**src/rtl/key_input_filter.sv**
```systemverilog
// rtl/key_input_filter.sv - debounced keyboard move/jump filter with jump request handshake
module key_input_filter #(
  parameter logic [7:0] KEY_LEFT        = 8'h04,
  parameter logic [7:0] KEY_RIGHT       = 8'h07,
  parameter logic [7:0] KEY_JUMP        = 8'h2C,
  parameter int         DEBOUNCE_FRAMES = 2,
  parameter int         COOLDOWN_FRAMES = 8
) (
  input  logic       CLK,
  input  logic       Reset,
  input  logic       frame_clk,
  input  logic [7:0] keycode0,
  input  logic [7:0] keycode1,
  output logic [1:0] move_dir,
  output logic       jump_req,
  input  logic       jump_ack,
  output logic [7:0] jump_count
);

  // Key slots inside the packed per-key vectors.
  localparam int K_LEFT  = 0;
  localparam int K_RIGHT = 1;
  localparam int K_JUMP  = 2;
  localparam int NKEYS   = 3;

  localparam logic [4:0] DEB_LIMIT = 5'(DEBOUNCE_FRAMES);
  localparam logic [7:0] COOL_LOAD = 8'(COOLDOWN_FRAMES);

  typedef enum logic [1:0] {
    ST_IDLE     = 2'd0,
    ST_REQ      = 2'd1,
    ST_WAIT_REL = 2'd2,
    ST_COOL     = 2'd3
  } jump_state_t;

  // A zero code means "no key", so a key parameterised to zero can never be pressed.
  function automatic logic key_match(input logic [7:0] code,
                                     input logic [7:0] k0,
                                     input logic [7:0] k1);
    return (code != 8'h00) && ((k0 == code) || (k1 == code));
  endfunction

  logic                   fsync_meta;
  logic                   fsync;
  logic                   fsync_prev;
  logic                   frame_tick;
  logic [NKEYS-1:0]       raw;
  logic [NKEYS-1:0]       db;
  logic [NKEYS-1:0]       db_next;
  logic [NKEYS-1:0][3:0]  stab;
  logic [NKEYS-1:0][3:0]  stab_next;
  logic                   jump_rise;
  jump_state_t            state;
  logic [7:0]             cool_cnt;

  // Two-flop synchronizer plus edge history; all flops reset high so the
  // first tick after reset needs a real low-then-high on frame_clk.
  always_ff @(posedge CLK or negedge Reset) begin
    if (!Reset) begin
      fsync_meta <= 1'b1;
      fsync      <= 1'b1;
      fsync_prev <= 1'b1;
    end else begin
      fsync_meta <= frame_clk;
      fsync      <= fsync_meta;
      fsync_prev <= fsync;
    end
  end

  assign frame_tick = fsync & ~fsync_prev;

  assign raw[K_LEFT]  = key_match(KEY_LEFT,  keycode0, keycode1);
  assign raw[K_RIGHT] = key_match(KEY_RIGHT, keycode0, keycode1);
  assign raw[K_JUMP]  = key_match(KEY_JUMP,  keycode0, keycode1);

  // Per-key stability counting: only frame ticks sample the raw keys, a run of
  // DEBOUNCE_FRAMES differing samples flips the debounced state.
  always_comb begin
    db_next   = db;
    stab_next = stab;
    if (frame_tick) begin
      for (int i = 0; i < NKEYS; i++) begin
        if (raw[i] != db[i]) begin
          if (({1'b0, stab[i]} + 5'd1) >= DEB_LIMIT) begin
            db_next[i]   = ~db[i];
            stab_next[i] = 4'd0;
          end else begin
            stab_next[i] = stab[i] + 4'd1;
          end
        end else begin
          stab_next[i] = 4'd0;
        end
      end
    end
  end

  // Debounced key state and stability counters.
  always_ff @(posedge CLK or negedge Reset) begin
    if (!Reset) begin
      db   <= '0;
      stab <= '0;
    end else begin
      db   <= db_next;
      stab <= stab_next;
    end
  end

  // Direction output follows the registered debounced keys one cycle later;
  // opposing keys cancel.
  always_ff @(posedge CLK or negedge Reset) begin
    if (!Reset) begin
      move_dir <= 2'b00;
    end else begin
      case ({db[K_LEFT], db[K_RIGHT]})
        2'b01:   move_dir <= 2'b01;
        2'b10:   move_dir <= 2'b10;
        default: move_dir <= 2'b00;
      endcase
    end
  end

  // A new press is the edge on which the debounced jump key becomes set.
  assign jump_rise = db_next[K_JUMP] & ~db[K_JUMP];

  // Jump handshake: request until acknowledged, then wait for release and
  // sit out the cooldown so a held or quickly repeated key cannot re-fire.
  always_ff @(posedge CLK or negedge Reset) begin
    if (!Reset) begin
      state      <= ST_IDLE;
      jump_req   <= 1'b0;
      jump_count <= 8'h00;
      cool_cnt   <= 8'h00;
    end else begin
      case (state)
        ST_IDLE: begin
          if (jump_rise) begin
            state    <= ST_REQ;
            jump_req <= 1'b1;
          end
        end
        ST_REQ: begin
          if (jump_ack) begin
            state      <= ST_WAIT_REL;
            jump_req   <= 1'b0;
            jump_count <= jump_count + 8'd1;
          end
        end
        ST_WAIT_REL: begin
          if (!db[K_JUMP]) begin
            if (COOL_LOAD == 8'd0) begin
              state <= ST_IDLE;
            end else begin
              state    <= ST_COOL;
              cool_cnt <= COOL_LOAD;
            end
          end
        end
        ST_COOL: begin
          if (frame_tick) begin
            cool_cnt <= cool_cnt - 8'd1;
            if (cool_cnt == 8'd1) begin
              state <= ST_IDLE;
            end
          end
        end
        default: begin
          state    <= ST_IDLE;
          jump_req <= 1'b0;
        end
      endcase
    end
  end

endmodule
```
**config.mk**
```make
export PLATFORM = sky130hd
export DESIGN_NAME = key_input_filter
export DESIGN_NICKNAME = d
export VERILOG_FILES = /design/src/rtl/key_input_filter.sv
export SDC_FILE = /design/constraint.sdc
export NUM_CORES = 1
export LEC_CHECK = 0
export BUFFER_PORTS_ARGS = -buffer_cell sky130_fd_sc_hd__buf_2
export CORE_ASPECT_RATIO = 0.75
export CORE_MARGIN = 10
export CORE_UTILIZATION = 60
export DETAILED_ROUTE_END_ITERATION = 16
export HOLD_SLACK_MARGIN = 0.02
export PLACE_DENSITY = 0.89
export SLEW_MARGIN = 20
export SYNTH_ARGS = -nofsm -noshare
export SYNTH_HDL_FRONTEND = slang
export SYNTH_SLANG_ARGS = --single-unit
```
**constraint.sdc**
```tcl
create_clock -name CLK -period 5.6 [get_ports CLK]
set_input_delay 1.12 -clock CLK [delete_from_list [all_inputs] [get_ports CLK]]
set_output_delay 1.12 -clock CLK [all_outputs]
set_load 0.005 [all_outputs]
```
* Yosys cells after proc, flatten, opt, wreduce, memory -nomap -nowiden
Index checks and enable logic that the tools add are counted. W data, S select, Z words.
Cells by class: $add $sub $neg 8, $lt $le $gt $ge 3, equality and inequality tests 20, mux-type cells 26, bitwise logic cells 6, reductions and logical operators 12
Operators with widths (number):
- $eq A8 B3 Y1 const B | 4
- $mux W4 | 6
- $eq A8 B6 Y1 const B | 2
- $mux W8 | 2
- $pmux W8 S2 | 1
- $add A4 B1 Y5 const B | 3
- $ge A5 B2 Y1 const B | 3
- $add A4 B1 Y4 const B | 3
- $reduce_and A3 Y1 | 4
- $mux W2 | 5
- $ne A2 B2 Y1 const B | 5
- $add A8 B1 Y8 const B | 1
- $eq A8 B1 Y1 const B | 1
- $mux W1 | 8
- $pmux W2 S4 | 1
- $sub A8 B1 Y8 const B | 1
- $eq A2 B2 Y1 const B | 3
- $reduce_and A5 Y1 | 1
- $eq A2 B1 Y1 const B | 2
- $not A1 Y1 | 4
- $pmux W2 S2 | 1
- $reduce_bool A2 Y1 | 2
- $logic_or A1 B1 Y1 | 3
- $mux W3 | 1
- 5 further kinds | 8
Storage, ports and cells: flip-flop bits (word level) 39, output and inout bits 11

* Depth between registers and ports, before layout
Gate-level depths: netlist of run 1.
depth in word-level cells 8, mapped depth 8, depth with buffers taken out 7

* Worst setup path after synthesis of run 1
Ideal clock, no wire load.
kind input -> register, from input keycode0[4], to register state[1], library setup time 0.128 ns, data arrival time 2.636 ns, data required time 5.472 ns, setup slack 2.837 ns, stages on the path 5, path buffers 0, cell sequence or4b_1 o22ai_1 o2111ai_1 a21oi_1 mux2_1
On the way: longest elaborated chain between the ends 8
Ends and longest elaborated chain:
- start, declared | line 12 | input logic [7:0] keycode0,
- $eq A8 B6 Y1 | line 40 | return (code != 8'h00) && ((k0 == code) || (k1 == code));
- $logic_or A1 B1 Y1 | line 40
- $ne A1 B1 Y1 | line 83 | if (raw[i] != db[i]) begin
- $mux W1 | line 83
- $mux W3 | line 81 | if (frame_tick) begin
- $and A1 B1 Y1 | line 123 | assign jump_rise = db_next[K_JUMP] & ~db[K_JUMP];
- $ne A2 B2 Y1 (no source line)
- $reduce_and A5 Y1 (no source line)
- end signal, assigned | line 129 | state <= ST_IDLE;
- end signal, assigned | line 137 | state <= ST_REQ;
- end signal, assigned | line 143 | state <= ST_WAIT_REL;
- end, declared | line 53 | jump_state_t state;
Every way passes these cells. A chain may end at the register's enable or synchronous reset.

* Final worst setup path of run 1
Same ends and word-level chain as after synthesis.

==> results.yml, run 1 <==
final_layout:
  drive_above_1_share_pct: 23.87
  antenna_cells_inserted: 0
  final_nets: 254
  syn_to_final_growth_pct: 13.97
placed_design:
  gp_congestion: 0.7818
  dp_hpwl_um: 2743
  portBuffers: 30
power_and_ir_drop:
  p_leak_nw: 1.100
  switching_share_pct: 35.89
  switchingPower_mw: 0.2998
  max-vdd-ir-drop_mv: 0.2849
  internal-power_mw: 0.5356
  finalPower_mw: 0.8354
  seq_power_share_pct: 45.6
  clockPowerShare_pct: 22.7
  powerDensity_nw_per_um2: 368.7
  combPwrFrac_pct: 31.8
setup_path:
  critPathKind: "primary input to flip-flop"
  r2r_slack_ns: 3.28
  arrival_ns: 2.87
  cp-startpoint: "keycode0[4]"
  path_cells: "buf_2 > or4b_1 > o22ai_1 > o2111ai_1 > a21oi_1 > mux2_1"
  required_ns: 5.78
  cp_max_fo: 3
  cp-end-kind: "flip-flop"
  worstSetupStartpointType: "primary input"
  timing.rr.end: "state[1]"
  reg2regPathDepth: 5
  slowest_delay_ns: 0.53
  crit_family: "compound AO/OA/AOI/OAI gates"
  slowest_stage: "or4b_1"
  crit_buf_inv: 1
  r2r_start: "fsync"
cts:
  cts_sinks: 39
  clk_pin_slew_ns: 0.07
  postCtsHoldBufs: 0
  clock_latency_ns: 0.30
  cts.htree.levels: 2
  clockBufferDepth: 2
  ctsResizeCount: 0
  cts_setup_buffers: 0
  cts_root_buf: "clkbuf_8"
  cts_tree: "yes"
  numCtsBuffers: 5
timing:
  fin_setup_tns_ns: 0
  fmax_mhz: 371.0
  maxSlewHeadroom_pct: 44.09
  fin_crit_ns: 2.695
  rsz0062_at_grt: "false"
  fin_skew_ns: 0.007564
  min_period_over_period_pct: 48.13
  worst_pin_slew_ns: 0.8350
  final_hold_viol_count: 0
  setup_viol: 0
  final_max_slew_viol_count: 0
min_path:
  hold_depth: 0
  hold_path_end: "fsync"
  hold_path_class: "flip-flop to flip-flop"
  worstHoldStart: "fsync_meta"
floorplan:
  die_width_um: 86.47
  initial_core_util_pct: 61.30
  core-area_um2: 3243
  dieArea_um2: 6040
  row_count: 18
  die_y_um: 69.85
  pin_count: 31
global_routing:
  grt_pass1_wl_um: 6258
  grt_pass1_vias: 1424
  antenna_found_initial: 0
  grt_overflow_total: 0
  track_usage_pct: 12.49
  grt_max_degree: 40
outcome:
  status: "finished clean"
routing:
  ant_nets: 0
  post_drt_wl_per_cell_um: 13.71
  wl_um: 3592
  drc: 0
  vias_per_cell: 5.515
  num_vias: 1445
  drtIter0Drc: 120
  dr.pass1.iters: 4
yosys:
  synth_edf_count: 0
  yosysWarnings: 0
  synth_ff_type: "dfrtp_1"
  synth.cell_area_um2: 1988
  syn_area_per_cell_um2: 10.63
  synthCells: 187
  yosysSeqAreaShare_pct: 49.28
  synth_cell_types: 39
  synth_nets: 220
  async_flop_share_pct: 100.0
  synth-seq-cells: 39
flow_run:
  cap_violations: 0
==> cell type report <==
cell class | instances | area (µm²)
Multi-Input combinational cell | 135 | 959.7
Timing Repair Buffer | 30 | 150.1
Tap cell | 40 | 50.05
Clock buffer | 5 | 68.82
Sequential cell | 39 | 979.7
Fill cell | 241 | 977.2
Clock inverter | 3 | 20.02
Inverter | 10 | 37.54
==> through the flow <==
step / setup WS (ns) / utilization (%) / std cells / hold WS (ns) / area [µm²]
2_1_floorplan: 2.837 / - / 187 / 0.3452 / 1988
3_3_place_gp: 2.651 / 67.13 / 254 / 0.3467 / 2177
3_5_place_dp: 2.587 / 67.13 / 254 / 0.3488 / 2177
4_1_cts: 2.900 / 69.87 / 262 / 0.3596 / 2266
5_1_grt: 2.794 / 69.87 / 262 / 0.3655 / 2266
6_report: 2.905 / 69.87 / 262 / 0.3590 / 2266
==> layout by cell type (no fill, tap or decap), types with 4 or more instances in the layout <==
cell / n
a21oi_1: 8
nand2_1: 22
ha_1: 13
mux2_2: 4
clkbuf_8: 5
nor2_1: 14
o21ai_0: 8
inv_1: 10
nand3_1: 5
and2_1: 6
buf_2: 30
dfrtp_1: 36
xnor2_1: 7
and3_1: 4
nor3_1: 4
==> how the worst max path moves through the flow <==
stage / endpoint / cells after the start / slack (ns)
2_1_floorplan: state[1] / 5 / 2.84
3_3_place_gp: state[1] / 6 / 2.65
3_5_place_dp: state[1] / 6 / 2.59
4_1_cts: state[1] / 6 / 2.90
5_1_grt: state[1] / 6 / 2.79
6_report: state[1] / 6 / 2.90
==> registers in the layout, summed over array words and instances (netlist names) <==
signal	flops
move_dir	2
db	3
fsync	1
stab	12
jump_count	8
fsync_prev	1
fsync_meta	1
state	2
cool_cnt	8
jump_req	1
==> power by group through the flow <==
stage	registers [mW]	logic [mW]	clock network (mW)
after floorplan	0.376	0.195	0
after global routing	0.388	0.306	0.206
after CTS	0.380	0.267	0.194
final	0.381	0.265	0.190
after detailed placement	0.385	0.266	0
after global placement	0.383	0.259	0
==> metal layers <==
| layer | wire length [µm] | vias up | global-route usage [%] |
|---|---|---|---|
| li1 | - | 718 | - |
| met1 | 1568 | 692 | 14.87 |
| met2 | 1782 | 28 | 20.13 |
| met3 | 200 | 7 | 5.330 |
| met4 | 40 | 0 | 3.232 |
| met5 | 0 | - | 0 |
==> synthesized netlist by cell type, types with 2 or more instances <==
| cell | number | area (µm²) |
|---|---|---|
| a21boi_0 | 3 | 22.52 |
| a21oi_1 | 8 | 40.04 |
| or3_4 | 2 | 22.52 |
| xor2_1 | 3 | 26.28 |
| ha_1 | 13 | 162.7 |
| or2_2 | 3 | 18.77 |
| o21ai_0 | 8 | 40.04 |
| and2_1 | 6 | 37.54 |
| o41ai_2 | 2 | 32.53 |
| o211ai_1 | 3 | 22.52 |
| nor3_1 | 4 | 20.02 |
| or4b_1 | 2 | 20.02 |
| and3_1 | 4 | 25.02 |
| a22o_1 | 2 | 17.52 |
| xnor2_1 | 7 | 61.31 |
| inv_1 | 10 | 37.54 |
| o22ai_1 | 2 | 12.51 |
| clkbuf_1 | 3 | 11.26 |
| nand2_1 | 22 | 82.58 |
| nand3_1 | 5 | 25.02 |
| nor2_1 | 14 | 52.55 |
| or4bb_1 | 2 | 22.52 |
| dfrtp_1 | 36 | 900.9 |
| nor2b_1 | 3 | 18.77 |
| mux2_2 | 4 | 45.04 |
| dfstp_2 | 3 | 78.83 |
==> logic make-up (layout without fill, tap and decap cells) <==
group | count (synthesis) | count (layout) | synth area share [%]
AO/OA/AOI/OAI | 34 | 34 | 13.09
buffers and inverters | 13 | 48 | 2.455
AND/OR/NAND/NOR | 72 | 72 | 19.26
XOR/XNOR | 10 | 10 | 4.406
flip-flops | 39 | 39 | 49.28
multiplexers | 6 | 6 | 3.335
adder cells (fa/ha/maj) | 13 | 13 | 8.181
No activity file was read; power rests on OpenSTA's default activity.
==> inputs of run 2 (changes only) <==
- ABC_AREA: default -> 1
- CORE_UTILIZATION: 60 -> 51
- PLACE_DENSITY: 0.89 -> 0.8
- clock period: 5.6 -> 2.2 ns (I/O delays scaled with it)
==> run 2 against run 1 <==
Final cell count rose by 38%. Largest cell class unchanged. First-iteration DRC count fell by 31%. Synthesized cell count rose by 42%. Total power rose to 3.2 times the previous value. Register-to-register slack got worse by 2.8 ns. Combinational power rose to 3.8 times the previous value. Flip-flop and latch count did not move. Routed wire length rose by 17%.
==> results.yml, run 2 <==
global_routing:
  antenna_found_initial: 0
  grt_pass1_vias: 1748
  grt_max_degree: 17
  grt_pass1_wl_um: 7583
  track_usage_pct: 13.17
  grt_overflow_total: 0
setup_path:
  r2r_slack_ns: 0.51
  cp_num_cells: 9
  path_cells: "ha_1 > inv_1 > nor2_2 > nor2_2 > o21ai_1 > nor2_1 > nand2_1 > nand2_1 > nand2_1"
  crit_end: "state[0]"
  crit_family: "simple AND/OR/NAND/NOR gates"
  cp-end-kind: "flip-flop"
  r2r_start: "state[0]"
  crit_buf_inv: 1
  critPathKind: "flip-flop to flip-flop"
  required_ns: 2.39
  worstSetupStartpointType: "flip-flop"
  crit_path_frequent_cell: "nand2_1"
  cp-startpoint: "state[0]"
  timing.rr.end: "state[0]"
  arrival_ns: 1.88
  cp_max_fo: 6
  slowest_stage: "dfrtp_1"
  slowest_delay_ns: 0.42
  reg2regPathDepth: 9
floorplan:
  dieArea_um2: 7171
  core-area_um2: 4029
  row_count: 20
  pin_count: 31
  die_width_um: 94.51
  initial_core_util_pct: 52.70
  die_y_um: 75.88
final_layout:
  final_cell_mix: "nand2_1, inv_1, nor2_1"
  drive_above_1_share_pct: 17.26
  largest_reg_flops: 12
  syn_to_final_growth_pct: 16.68
  final_common_cell: "nand2_1"
  reg_top3: "stab (12), cool_cnt (8), jump_count (8)"
  regMostFlops: "stab"
  fillers: 375
  antenna_cells_inserted: 0
  fin_area_um2: 2477
  final_nets: 339
  utilization_pct: 61.49
yosys:
  synth_cell_types: 31
  synth_top_area_share_pct: 42.43
  synth_largest_area_cell: "dfrtp_1"
  synth_area_leaders: "dfrtp_1, nand2_1, inv_1"
  syn_area_per_cell_um2: 7.982
  yosysWarnings: 0
  synth_ff_type: "dfrtp_1"
  async_flop_share_pct: 100.0
  synthCells: 266
  synth_most_common_cell: "nand2_1"
  synth-seq-cells: 39
  yosysSeqAreaShare_pct: 46.14
  synth.cell_area_um2: 2123
  synth_edf_count: 0
  synth_nets: 299
  synth_commonest_cells: "nand2_1, inv_1, nor2_1"
timing:
  rsz0062_at_grt: "false"
  fin_setup_tns_ns: 0
  layout_setup_ws_ns: 0.5112
  worst_pin_slew_ns: 0.3743
  setup_viol: 0
  final_max_slew_viol_count: 0
  min_period_over_period_pct: 76.76
  final_hold_viol_count: 0
  fin_skew_ns: 0.009633
  fmax_mhz: 592.1
  maxSlewHeadroom_pct: 75.05
  fin_crit_ns: 1.689
cts:
  clk_pin_slew_ns: 0.08
  cts_root_buf: "clkbuf_8"
  cts_tree: "yes"
  cts.htree.levels: 2
  cts_sinks: 39
  clock_latency_ns: 0.29
  clockBufferDepth: 2
  numCtsBuffers: 5
routing:
  wl_um: 4212
  post_drt_wl_per_cell_um: 11.64
  drc: 0
  drtIter0Drc: 83
  vias_per_cell: 4.696
  num_vias: 1700
  dr.pass1.iters: 4
  ant_nets: 0
placed_design:
  dp_slack_ns: 0.5465
  placed_area_um2: 2361
  gp_congestion: 0.8314
  dp_hpwl_um: 3410
  portBuffers: 30
power_and_ir_drop:
  finalPower_mw: 2.634
  p_leak_nw: 1.343
  powerDensity_nw_per_um2: 1063
  max-vdd-ir-drop_mv: 0.4891
flow_run:
  cap_violations: 0
outcome:
  status: "finished clean"
min_path:
  hold_path_class: "primary input to flip-flop"
run 2: cell count changes in the layout (fill, tap and decap cells not counted), moves of 4 or more:
cell | before | now
and2_1 | 6 | 0
and3_1 | 4 | 0
inv_1 | 10 | 46
nand2_1 | 22 | 58
nand3_1 | 5 | 21
nor2_1 | 14 | 38
run 2: kinds of logic (layout without fill, tap and decap cells):
group,Yosys count,in the layout,share of synthesized area [%]
and+or+nand+nor,132,132,26.87
buffers and inverters,49,90,8.780
DFF,39,39,46.14
AOI/OAI and AO/OA,24,24,6.718
adders and majority gates,13,13,7.661
xor gates and xnor gates,8,8,3.300
muxes,1,1,0.5303
run 2: power by group:
part | switching [mW] | internal (mW)
Combinational | 0.608 | 0.412
Clock | 0.239 | 0.339
Sequential | 0.148 | 0.888
run 2: worst min path at each step:
stage              start  slack (ns)          end  cells after the start
3_3_place_gp       Reset        0.34        db[1]                      1
5_1_grt        frame_clk        0.23   fsync_meta                      1
3_5_place_dp       Reset        0.33        db[1]                      1
4_1_cts        frame_clk        0.24   fsync_meta                      1
6_report       frame_clk        0.25   fsync_meta                      1
2_1_floorplan      Reset        0.14  cool_cnt[0]                      0
run 2: layer usage:
layer | global-route usage (%) | up-vias | share of wire [%]
met5 | 0 | - | 0
met4 | 4.636 | 0 | 1.0
met3 | 4.626 | 6 | 6.4
met2 | 20.36 | 30 | 43
met1 | 16.74 | 767 | 50
li1 | - | 897 | -
run 2: final cells by class:
cell class / instances / area (µm²) / share of cell area, %
Inverter: 48 / 182.7 / 7.374
Timing Repair Buffer: 34 / 182.7 / 7.374
Multi-Input combinational cell: 178 / 957.2 / 38.64
Tap cell: 55 / 68.82 / 2.778
Sequential cell: 39 / 979.7 / 39.55
Clock buffer: 7 / 76.32 / 3.081
Clock inverter: 1 / 30.03 / 1.212
run 2: through the flow:
step,cells,hold slack [ns]
2_1_floorplan,266,0.1444
3_3_place_gp,353,0.3354
3_5_place_dp,353,0.3303
4_1_cts,362,0.2419
5_1_grt,362,0.2338
6_report,362,0.2519
run 2: timing repair:
action                     in CTS  in global routing
hold buffers                    1                  0
hold endpoints to repair        8                  0
gates resized for setup         0                  0
setup endpoints to repair       0                  0
setup buffers                   0                  0
==> inputs of run 3 (changes only) <==
- CORE_UTILIZATION: 51 -> 56
- PLACE_DENSITY: 0.8 -> 0.83
- clock period: 2.2 -> 1.6 ns (I/O delays scaled with it)
==> run 3 against run 2 <==
Global-route usage decreased by 0.31 points. Via count grew 2.2%. Setup slack worse by 0.44 ns. Total power increased by 51%. Critical path type unchanged. Critical endpoint is now state[1].
==> results.yml, run 3 (same netlist as run 2, synthesis figures left out) <==
floorplan:
  core-area_um2: 3661
  die_y_um: 73.33
  dieArea_um2: 6680
  die_width_um: 91.10
  pin_count: 31
  row_count: 19
  initial_core_util_pct: 58.00
power_and_ir_drop:
  combPwrFrac_pct: 41.7
  clockPowerShare_pct: 21.6
  seq_power_share_pct: 36.7
  powerDensity_nw_per_um2: 1511
  switching_share_pct: 38.47
  switchingPower_mw: 1.526
  p_leak_nw: 1.390
  max-vdd-ir-drop_mv: 1.005
  internal-power_mw: 2.440
  finalPower_mw: 3.965
placed_design:
  portBuffers: 30
  gp_congestion: 0.8628
  dp_slack_ns: -0.02158
  placed_cells: 352
  dp_hpwl_um: 3063
cts:
  cts_sinks: 39
  cts_tree: "yes"
  clockBufferDepth: 2
  cts_root_buf: "clkbuf_8"
  clock_latency_ns: 0.29
  postCtsHoldBufs: 0
  numCtsBuffers: 5
  cts.htree.levels: 2
  clk_pin_slew_ns: 0.08
flow_run:
  cap_violations: 0
timing:
  final_hold_viol_count: 0
  fin_crit_ns: 1.530
  fin_skew_ns: 0.004617
  min_period_over_period_pct: 95.60
  fmax_mhz: 653.8
  setup_viol: 0
  maxSlewHeadroom_pct: 67.53
  layout_setup_ws_ns: 0.07042
  worst_pin_slew_ns: 0.4871
  final_max_slew_viol_count: 0
final_layout:
  regMostFlops: "stab"
  fillers: 286
  final_nets: 346
  final_cell_mix: "nand2_1, inv_1, nor2_1"
  reg_top3: "stab (12), cool_cnt (8), jump_count (8)"
  antenna_cells_inserted: 0
  drive_above_1_share_pct: 25.48
  final_common_cell: "nand2_1"
  largest_reg_flops: 12
  fin_cells: 366
  syn_to_final_growth_pct: 23.63
global_routing:
  track_usage_pct: 12.86
  grt_max_degree: 40
  grt_pass1_vias: 1610
  grt_pass1_wl_um: 7113
  grt_overflow_total: 0
  antenna_found_initial: 0
routing:
  dr.pass1.iters: 4
  wl_um: 4354
  ant_nets: 0
  vias_per_cell: 4.749
  drc: 0
  drtIter0Drc: 85
  post_drt_wl_per_cell_um: 11.90
  num_vias: 1738
setup_path:
  required_ns: 1.79
  arrival_ns: 1.72
  cp-end-kind: "flip-flop"
  worstSetupStartpointType: "flip-flop"
  critPathKind: "flip-flop to flip-flop"
  cp_max_fo: 5
  r2r_slack_ns: 0.07
min_path:
  hold_path_class: "primary input to async pin"
outcome:
  status: "finished clean"
==> run 3: final timing paths <==
check / to / cells after the start / startpoint
max: state[1] / 9 / stab[8]
min: cool_cnt[4] / 2 / Reset
max reg2reg: state[1] / 9 / stab[8]
min reg2reg: fsync / 0 / fsync_meta
max in group asynchronous: state[1] / 2 / Reset
min in group CLK: fsync_meta / 1 / frame_clk
==> run 3: what timing repair did <==
| action | 4_1_cts | 5_1_grt |
|---|---|---|
| gates resized for setup | 2 | 22 |
| pin swaps | 0 | 9 |
| setup endpoints to repair | 3 | 12 |
| buffers inserted | 0 | 6 |
==> run 3: cell type report <==
cell class / instances / area (µm²) / area share (%)
multi-input cells: 178 / 1045 / 39.80
flip-flops and latches: 39 / 982.2 / 37.42
clock buffers: 6 / 82.58 / 3.146
clock inverters: 2 / 35.03 / 1.335
well taps: 52 / 65.06 / 2.479
repair buffers: 41 / 232.7 / 8.866
inverters: 48 / 182.7 / 6.959
==> run 3: critical path, cell delays in order, from the launching register on <==
cell      delay, ns
dfrtp_1        0.43
ha_1           0.30
nand2_1        0.07
nor2_1         0.04
nand3_1        0.13
nand2_2        0.11
o21bai_4       0.17
nand2_2        0.08
nand2_1        0.06
nand2_1        0.04
==> run 3: power by group through the flow <==
stage               clock network, mW  registers, mW  logic [mW]
floorplan                           0           1.41        1.04
global placement                    0           1.43        1.37
detailed placement                  0           1.44        1.41
finish                          0.855           1.46        1.65
global route                    0.908           1.50        1.88
CTS                             0.872           1.42        1.42
==> run 3: per-layer routing <==
layer  track usage [%]  vias up  wire length [µm]
met1             17.18      778              2265
met5                 0        -                 0
met2             18.30       35              1806
met4             5.893        0                57
met3             4.476        7               224
li1                  -      918                 -
==> run 3: per-stage QoR <==
step	TNS [ns]	area [µm²]	utilization [%]	hold slack (ns)
finish	0	2625	71.70	0.06825
global route	-0.1498	2625	71.70	0.1007
CTS	-0.009441	2495	68.15	0.08476
detailed placement	-0.02158	2372	64.80	0.3488
global placement	-0.003958	2372	64.80	0.3470
floorplan	0	2123	-	0.02441
